--- src/rtl/bridge_ctrl_if.sv ---
// CPU-side MEM-stage bus of the data bridge.
// Master is the pipeline, slave is bridge_ctrl.
interface bridge_ctrl_if;
  logic        cpu_req;
  logic        cpu_we;
  logic [31:0] cpu_addr;
  logic [31:0] cpu_wdata;
  logic        cpu_stall;
  logic [31:0] cpu_rdata;
  logic [1:0]  cpu_rsel;
  logic        addr_err;

  modport master (
    output cpu_req,
    output cpu_we,
    output cpu_addr,
    output cpu_wdata,
    input  cpu_stall,
    input  cpu_rdata,
    input  cpu_rsel,
    input  addr_err
  );

  modport slave (
    input  cpu_req,
    input  cpu_we,
    input  cpu_addr,
    input  cpu_wdata,
    output cpu_stall,
    output cpu_rdata,
    output cpu_rsel,
    output addr_err
  );
endinterface

--- src/rtl/bridge_ctrl.sv ---
// Data-side bridge: routes MEM-stage accesses to data memory
// or one of two 3-word devices; device loads stall two cycles.
module bridge_ctrl #(
  parameter logic [31:0] DM_TOP    = 32'h0000_2fff,
  parameter logic [31:0] DEV0_BASE = 32'h0000_7f00,
  parameter logic [31:0] DEV1_BASE = 32'h0000_7f10
) (
  input  logic        clk,
  input  logic        reset,
  bridge_ctrl_if.slave cpu,
  output logic        dm_we,
  output logic [31:0] dm_addr,
  input  logic [31:0] dm_rdata,
  output logic        dev0_we,
  output logic        dev1_we,
  output logic [1:0]  dev_addr,
  output logic [31:0] dev_wdata,
  input  logic [31:0] dev0_rdata,
  input  logic [31:0] dev1_rdata,
  input  logic        dev0_irq,
  input  logic        dev1_irq,
  output logic [5:0]  hw_int
);

  localparam logic [31:0] DEV0_LAST = DEV0_BASE + 32'd11;
  localparam logic [31:0] DEV1_LAST = DEV1_BASE + 32'd11;

  typedef enum logic [1:0] {
    IDLE,
    DEV_RD,
    DONE
  } state_t;

  state_t      state;
  logic        sel_q;
  logic [1:0]  off_q;
  logic [31:0] rdata_q;

  logic dm_hit;
  logic dev0_hit;
  logic dev1_hit;
  logic dev_hit;
  logic aligned;
  logic idle;
  logic go;
  logic rd_go;

  assign aligned  = cpu.cpu_addr[1:0] == 2'b00;
  assign dm_hit   = cpu.cpu_addr <= DM_TOP;
  assign dev0_hit = (cpu.cpu_addr >= DEV0_BASE) &&
                    (cpu.cpu_addr <= DEV0_LAST);
  assign dev1_hit = (cpu.cpu_addr >= DEV1_BASE) &&
                    (cpu.cpu_addr <= DEV1_LAST);
  assign dev_hit  = dev0_hit | dev1_hit;

  // Reset gates every strobe, stall and return path.
  assign idle  = reset && (state == IDLE);
  assign go    = idle && cpu.cpu_req && aligned;
  assign rd_go = go && !cpu.cpu_we && dev_hit;

  assign cpu.addr_err = idle && cpu.cpu_req &&
                        (!(dm_hit || dev_hit) || !aligned);

  assign dm_we   = go && cpu.cpu_we && dm_hit;
  assign dev0_we = go && cpu.cpu_we && dev0_hit;
  assign dev1_we = go && cpu.cpu_we && dev1_hit;

  assign dm_addr   = cpu.cpu_addr;
  assign dev_wdata = cpu.cpu_wdata;
  assign dev_addr  = (state == DEV_RD) ? off_q
                                       : cpu.cpu_addr[3:2];

  assign cpu.cpu_stall = rd_go || (reset && state == DEV_RD);

  always_comb begin
    cpu.cpu_rsel  = 2'b00;
    cpu.cpu_rdata = 32'h0;
    if (go && !cpu.cpu_we && dm_hit) begin
      cpu.cpu_rsel  = 2'b01;
      cpu.cpu_rdata = dm_rdata;
    end else if (reset && state == DONE) begin
      cpu.cpu_rsel  = 2'b10;
      cpu.cpu_rdata = rdata_q;
    end
  end

  always_ff @(posedge clk) begin
    if (!reset) begin
      state   <= IDLE;
      sel_q   <= 1'b0;
      off_q   <= 2'b00;
      rdata_q <= 32'h0;
      hw_int  <= 6'h0;
    end else begin
      hw_int <= {4'b0000, dev1_irq, dev0_irq};
      unique case (state)
        IDLE: begin
          if (rd_go) begin
            state <= DEV_RD;
            sel_q <= dev1_hit;
            off_q <= cpu.cpu_addr[3:2];
          end
        end
        DEV_RD: begin
          rdata_q <= sel_q ? dev1_rdata : dev0_rdata;
          state   <= DONE;
        end
        DONE:    state <= IDLE;
        default: state <= IDLE;
      endcase
    end
  end

endmodule
--- src/flat_wrapper.sv ---
// flat-port wrapper written by rule: the top's interface ports become plain ports
module bridge_ctrl_flat 
#(
  parameter logic [31:0] DM_TOP    = 32'h0000_2fff,
  parameter logic [31:0] DEV0_BASE = 32'h0000_7f00,
  parameter logic [31:0] DEV1_BASE = 32'h0000_7f10
)
  (clk, reset, dm_we, dm_addr, dm_rdata, dev0_we, dev1_we, dev_addr, dev_wdata, dev0_rdata, dev1_rdata, dev0_irq, dev1_irq, hw_int, cpu_cpu_req, cpu_cpu_we, cpu_cpu_addr, cpu_cpu_wdata, cpu_cpu_stall, cpu_cpu_rdata, cpu_cpu_rsel, cpu_addr_err);
  bridge_ctrl_if cpu_i ();
  input  logic clk;
  input  logic reset;
  output logic dm_we;
  output logic [31:0] dm_addr;
  input  logic [31:0] dm_rdata;
  output logic dev0_we;
  output logic dev1_we;
  output logic [1:0] dev_addr;
  output logic [31:0] dev_wdata;
  input  logic [31:0] dev0_rdata;
  input  logic [31:0] dev1_rdata;
  input  logic dev0_irq;
  input  logic dev1_irq;
  output logic [5:0] hw_int;
  input wire logic [$bits(cpu_i.cpu_req)-1:0] cpu_cpu_req;
  input wire logic [$bits(cpu_i.cpu_we)-1:0] cpu_cpu_we;
  input wire logic [$bits(cpu_i.cpu_addr)-1:0] cpu_cpu_addr;
  input wire logic [$bits(cpu_i.cpu_wdata)-1:0] cpu_cpu_wdata;
  output wire logic [$bits(cpu_i.cpu_stall)-1:0] cpu_cpu_stall;
  output wire logic [$bits(cpu_i.cpu_rdata)-1:0] cpu_cpu_rdata;
  output wire logic [$bits(cpu_i.cpu_rsel)-1:0] cpu_cpu_rsel;
  output wire logic [$bits(cpu_i.addr_err)-1:0] cpu_addr_err;
  assign cpu_i.cpu_req = cpu_cpu_req;
  assign cpu_i.cpu_we = cpu_cpu_we;
  assign cpu_i.cpu_addr = cpu_cpu_addr;
  assign cpu_i.cpu_wdata = cpu_cpu_wdata;
  assign cpu_cpu_stall = cpu_i.cpu_stall;
  assign cpu_cpu_rdata = cpu_i.cpu_rdata;
  assign cpu_cpu_rsel = cpu_i.cpu_rsel;
  assign cpu_addr_err = cpu_i.addr_err;
  bridge_ctrl #(.DM_TOP(DM_TOP), .DEV0_BASE(DEV0_BASE), .DEV1_BASE(DEV1_BASE)) u_core (.clk(clk), .reset(reset), .cpu(cpu_i), .dm_we(dm_we), .dm_addr(dm_addr), .dm_rdata(dm_rdata), .dev0_we(dev0_we), .dev1_we(dev1_we), .dev_addr(dev_addr), .dev_wdata(dev_wdata), .dev0_rdata(dev0_rdata), .dev1_rdata(dev1_rdata), .dev0_irq(dev0_irq), .dev1_irq(dev1_irq), .hw_int(hw_int));
endmodule
--- config.mk ---
export PLATFORM = sky130hd
export DESIGN_NAME = bridge_ctrl_flat
export DESIGN_NICKNAME = d
export VERILOG_FILES = /design/src/rtl/bridge_ctrl_if.sv /design/src/rtl/bridge_ctrl.sv /design/src/flat_wrapper.sv
export SDC_FILE = /design/constraint.sdc
export NUM_CORES = 1
export LEC_CHECK = 0
export CORE_ASPECT_RATIO = 0.7
export CORE_MARGIN = 3
export CORE_UTILIZATION = 30
export DETAILED_ROUTE_END_ITERATION = 10
export PLACE_DENSITY = 0.81
export SLEW_MARGIN = 10
export SYNTH_ARGS = -nofsm -noshare
export SYNTH_HDL_FRONTEND = slang
export SYNTH_SLANG_ARGS = --single-unit
--- constraint.sdc ---
create_clock -name clk -period 2 [get_ports clk]
set_clock_uncertainty 0.1 [all_clocks]
set_input_delay 0.2 -clock clk [delete_from_list [all_inputs] [get_ports clk]]
set_output_delay 0.2 -clock clk [all_outputs]
set_load 0.01 [all_outputs]
==> flow_summary.toml <==
[die]
die_h_um = 87.54
rows = 29
pin_count = 277
core_mm2 = 0.009144
die_x_um = 122.5
initial_utilization = 0.3116
die_area_mm2 = 0.01072

[critical_path]
r2r_cells = 7
cp_max_fo = 5
crit_path_start_kind = "register"
critPathRequiredTime_ns = 1.70
worstSetupPathType = "register to output pin"
arrival_ns = 2.00
end_kind = "output pin"

[cells_and_area]
n_fill_cell = 815
drive_above_1_share = 0.2957
area_growth_pct = 84.76
final_nets = 679
diodes = 0
fin_util = 0.5757

[place]
place.gp.congestion = 0.8641
preCtsSetupSlack_ns = -0.8939
numPortBuffers = 208
hpwlAfterDp_um = 7885

[logic_synthesis]
syn_area_per_cell_um2 = 9.016
syn_inst = 316
yosys_register_bits = 39
seq_area_frac_synth = 0.2740
synth_area_mm2 = 0.002849
ys_warn_count = 0
synth_cell_type_count = 30

[cts]
cts_tree = "done"
h-tree-depth = 2
cts_buffer_depth = 2
cts_sinks = 39
cts_buffers = 5
path_clk_slew_ns = 0.05
clk_root_buffer_cell = "clkbuf_16"
clkLatencyLatePin_ns = 0.28

[global_routing]
grt_pass1_wl_um = 16480
grt_max_degree = 46
track_usage = 0.1977
grt.overflow.total = 0
grt_pass1_vias = 3033
antenna_found_initial = 0

[power]
power.total_mw = 2.166
swShare = 0.2154
combPwrFrac = 0.227
p_seq_frac = 0.360
intPower_mw = 1.700
power.leakage_nw = 2.552
clkPwrFrac = 0.413
p_per_area_mw_per_mm2 = 411.5
power.switching_mw = 0.4665
ir_worst_vdd_mv = 0.2639

[routing]
wl_met1_um = 4771
top_layer = "met4"
dr.pass1.iters = 4
route.detailed.drc = 0
wl_per_cell_um = 17.58
wl_met2_um = 5482
wl_met3_um = 901
drt-total-wl_um = 11220
antenna_left = 0
vias_per_cell = 4.835
vias = 3085
drt_iter0_markers = 108

[sta]
whs_ns = 0.2533
setup_tns_ns = -7.027
finalCriticalPeriod_ns = 2.304
slew_viol_final = 0
finalSetupViolCount = 36
finalCritPeriodShare = 1.152
fmax_mhz = 434.1
rsz0062_at_grt = "true"
hold_violations = 0
layout_setup_ws_ns = -0.3039

[hold_path]
hold_path.class = "input pin to register"
whs_path_depth = 5

[job]
maxCapViolations = 0

[outcome]
violations = "setup timing"
status = "finished with violations"
-- power groups by stage --
stage          Combinational (mW)  Clock, mW  Sequential [mW]
2_1_floorplan               0.197          0            0.798
3_3_place_gp                0.485          0            0.796
3_5_place_dp                0.491          0            0.797
4_1_cts                     0.490      0.925            0.779
5_1_grt                     0.520      0.959            0.779
6_report                    0.492      0.895            0.779
-- per-stage QoR --
stage,cells,cell area (um2)
after floorplan,319,2860
after global placement,601,4826
after detailed placement,601,4826
after CTS,639,5279
after global routing,638,5264
final,638,5264
-- Yosys cell counts --
library cell / instances / area share
and2_1: 4 / 0.0088
a2111oi_0: 1 / 0.0031
or3_2: 1 / 0.0026
mux2i_1: 35 / 0.12
nand4b_1: 3 / 0.0092
buf_1: 3 / 0.0040
nand2_1: 45 / 0.059
or2_2: 1 / 0.0022
nor2b_1: 1 / 0.0022
buf_6: 3 / 0.012
nor4_4: 2 / 0.015
nand2_2: 1 / 0.0022
and4bb_1: 1 / 0.0044
mux2_2: 2 / 0.0079
dfxtp_1: 39 / 0.27
nor3_1: 3 / 0.0053
conb_1: 1 / 0.0013
nor4_1: 7 / 0.015
inv_1: 1 / 0.0013
a22o_1: 32 / 0.098
buf_4: 69 / 0.18
clkbuf_1: 12 / 0.016
and4b_1: 2 / 0.0070
buf_2: 4 / 0.0070
o211a_1: 32 / 0.11
o41a_1: 1 / 0.0040
nor2_1: 3 / 0.0040
or3_4: 2 / 0.0079
nand3_1: 3 / 0.0053
a21oi_1: 2 / 0.0035
-- area by class of cell --
cell class,count,area (um2),share of cell area
Timing Repair Buffer,278,2587,0.4916
Multi-Input combinational cell,188,1565,0.2974
Sequential cell,39,783.3,0.1488
Tap cell,124,155.1,0.02947
Clock buffer,5,125.1,0.02377
Clock inverter,3,43.79,0.008319
Inverter,1,3.754,0.0007131
-- cells in the final DEF (no fill, tap or decap), drive strengths merged, types with 4 or more instances in the layout --
master	count
a22o	32
and2	4
buf	115
clkbuf	6
clkdlybuf4s15	4
clkdlybuf4s50	140
conb	4
dfxtp	39
dlygate4sd2	16
mux2i	35
nand2	46
nor4	9
o211a	32
-- routing by layer --
layer	up-vias	global-route usage
li1	1470	-
met1	1456	0.2581
met2	153	0.3385
met3	6	0.05100
met4	0	0.02947
met5	-	0
-- critical path, stage by stage (launching register included) --
cell and delay [ns]:
dfxtp_2 0.31, and4bb_1 0.30, nand4b_1 0.19, nor4_4 0.19
buf_4 0.17, buf_12 0.10, buf_12 0.11, buf_12 0.10
a22o_1 0.12, buf_2 0.12
-- kinds of logic after synthesis --
| group | Yosys count | share of synthesized area |
|---|---|---|
| buf+inv | 92 | 0.2218 |
| simple gates | 79 | 0.1506 |
| compound gates | 68 | 0.2213 |
| flops | 39 | 0.2740 |
| mux | 37 | 0.1309 |
| other cells | 1 | 0.001316 |
-- flip-flops by register name (all words and copies together) (netlist names) --
name            flops
u_core.state        2
u_core.off_q        2
u_core.sel_q        1
u_core.rdata_q     32
u_core.hw_int       2
-- timing repair --
action / 4_1_cts / 5_1_grt
cloned: 5 / 0
pin swaps: 42 / 13
buffers inserted: 26 / 7
hold buffers: 0 / 0
resized for setup: 245 / 20
setup endpoints to repair: 41 / 40
-- worst paths after layout --
kind,startpoint,endpoint,slack [ns]
worst max-delay path,u_core.state[1]$_SDFFE_PN0P_,cpu_cpu_rdata[20],-0.30
worst max register to register,u_core.state[1]$_SDFFE_PN0P_,u_core.sel_q$_SDFFE_PN0P_,0.25
worst min register to register,u_core.off_q[1]$_SDFFE_PN0P_,u_core.off_q[1]$_SDFFE_PN0P_,0.37
worst min-delay path,cpu_cpu_addr[20],u_core.state[0]$_SDFFE_PN0P_,0.25
Power figures use the tool's default switching activity.
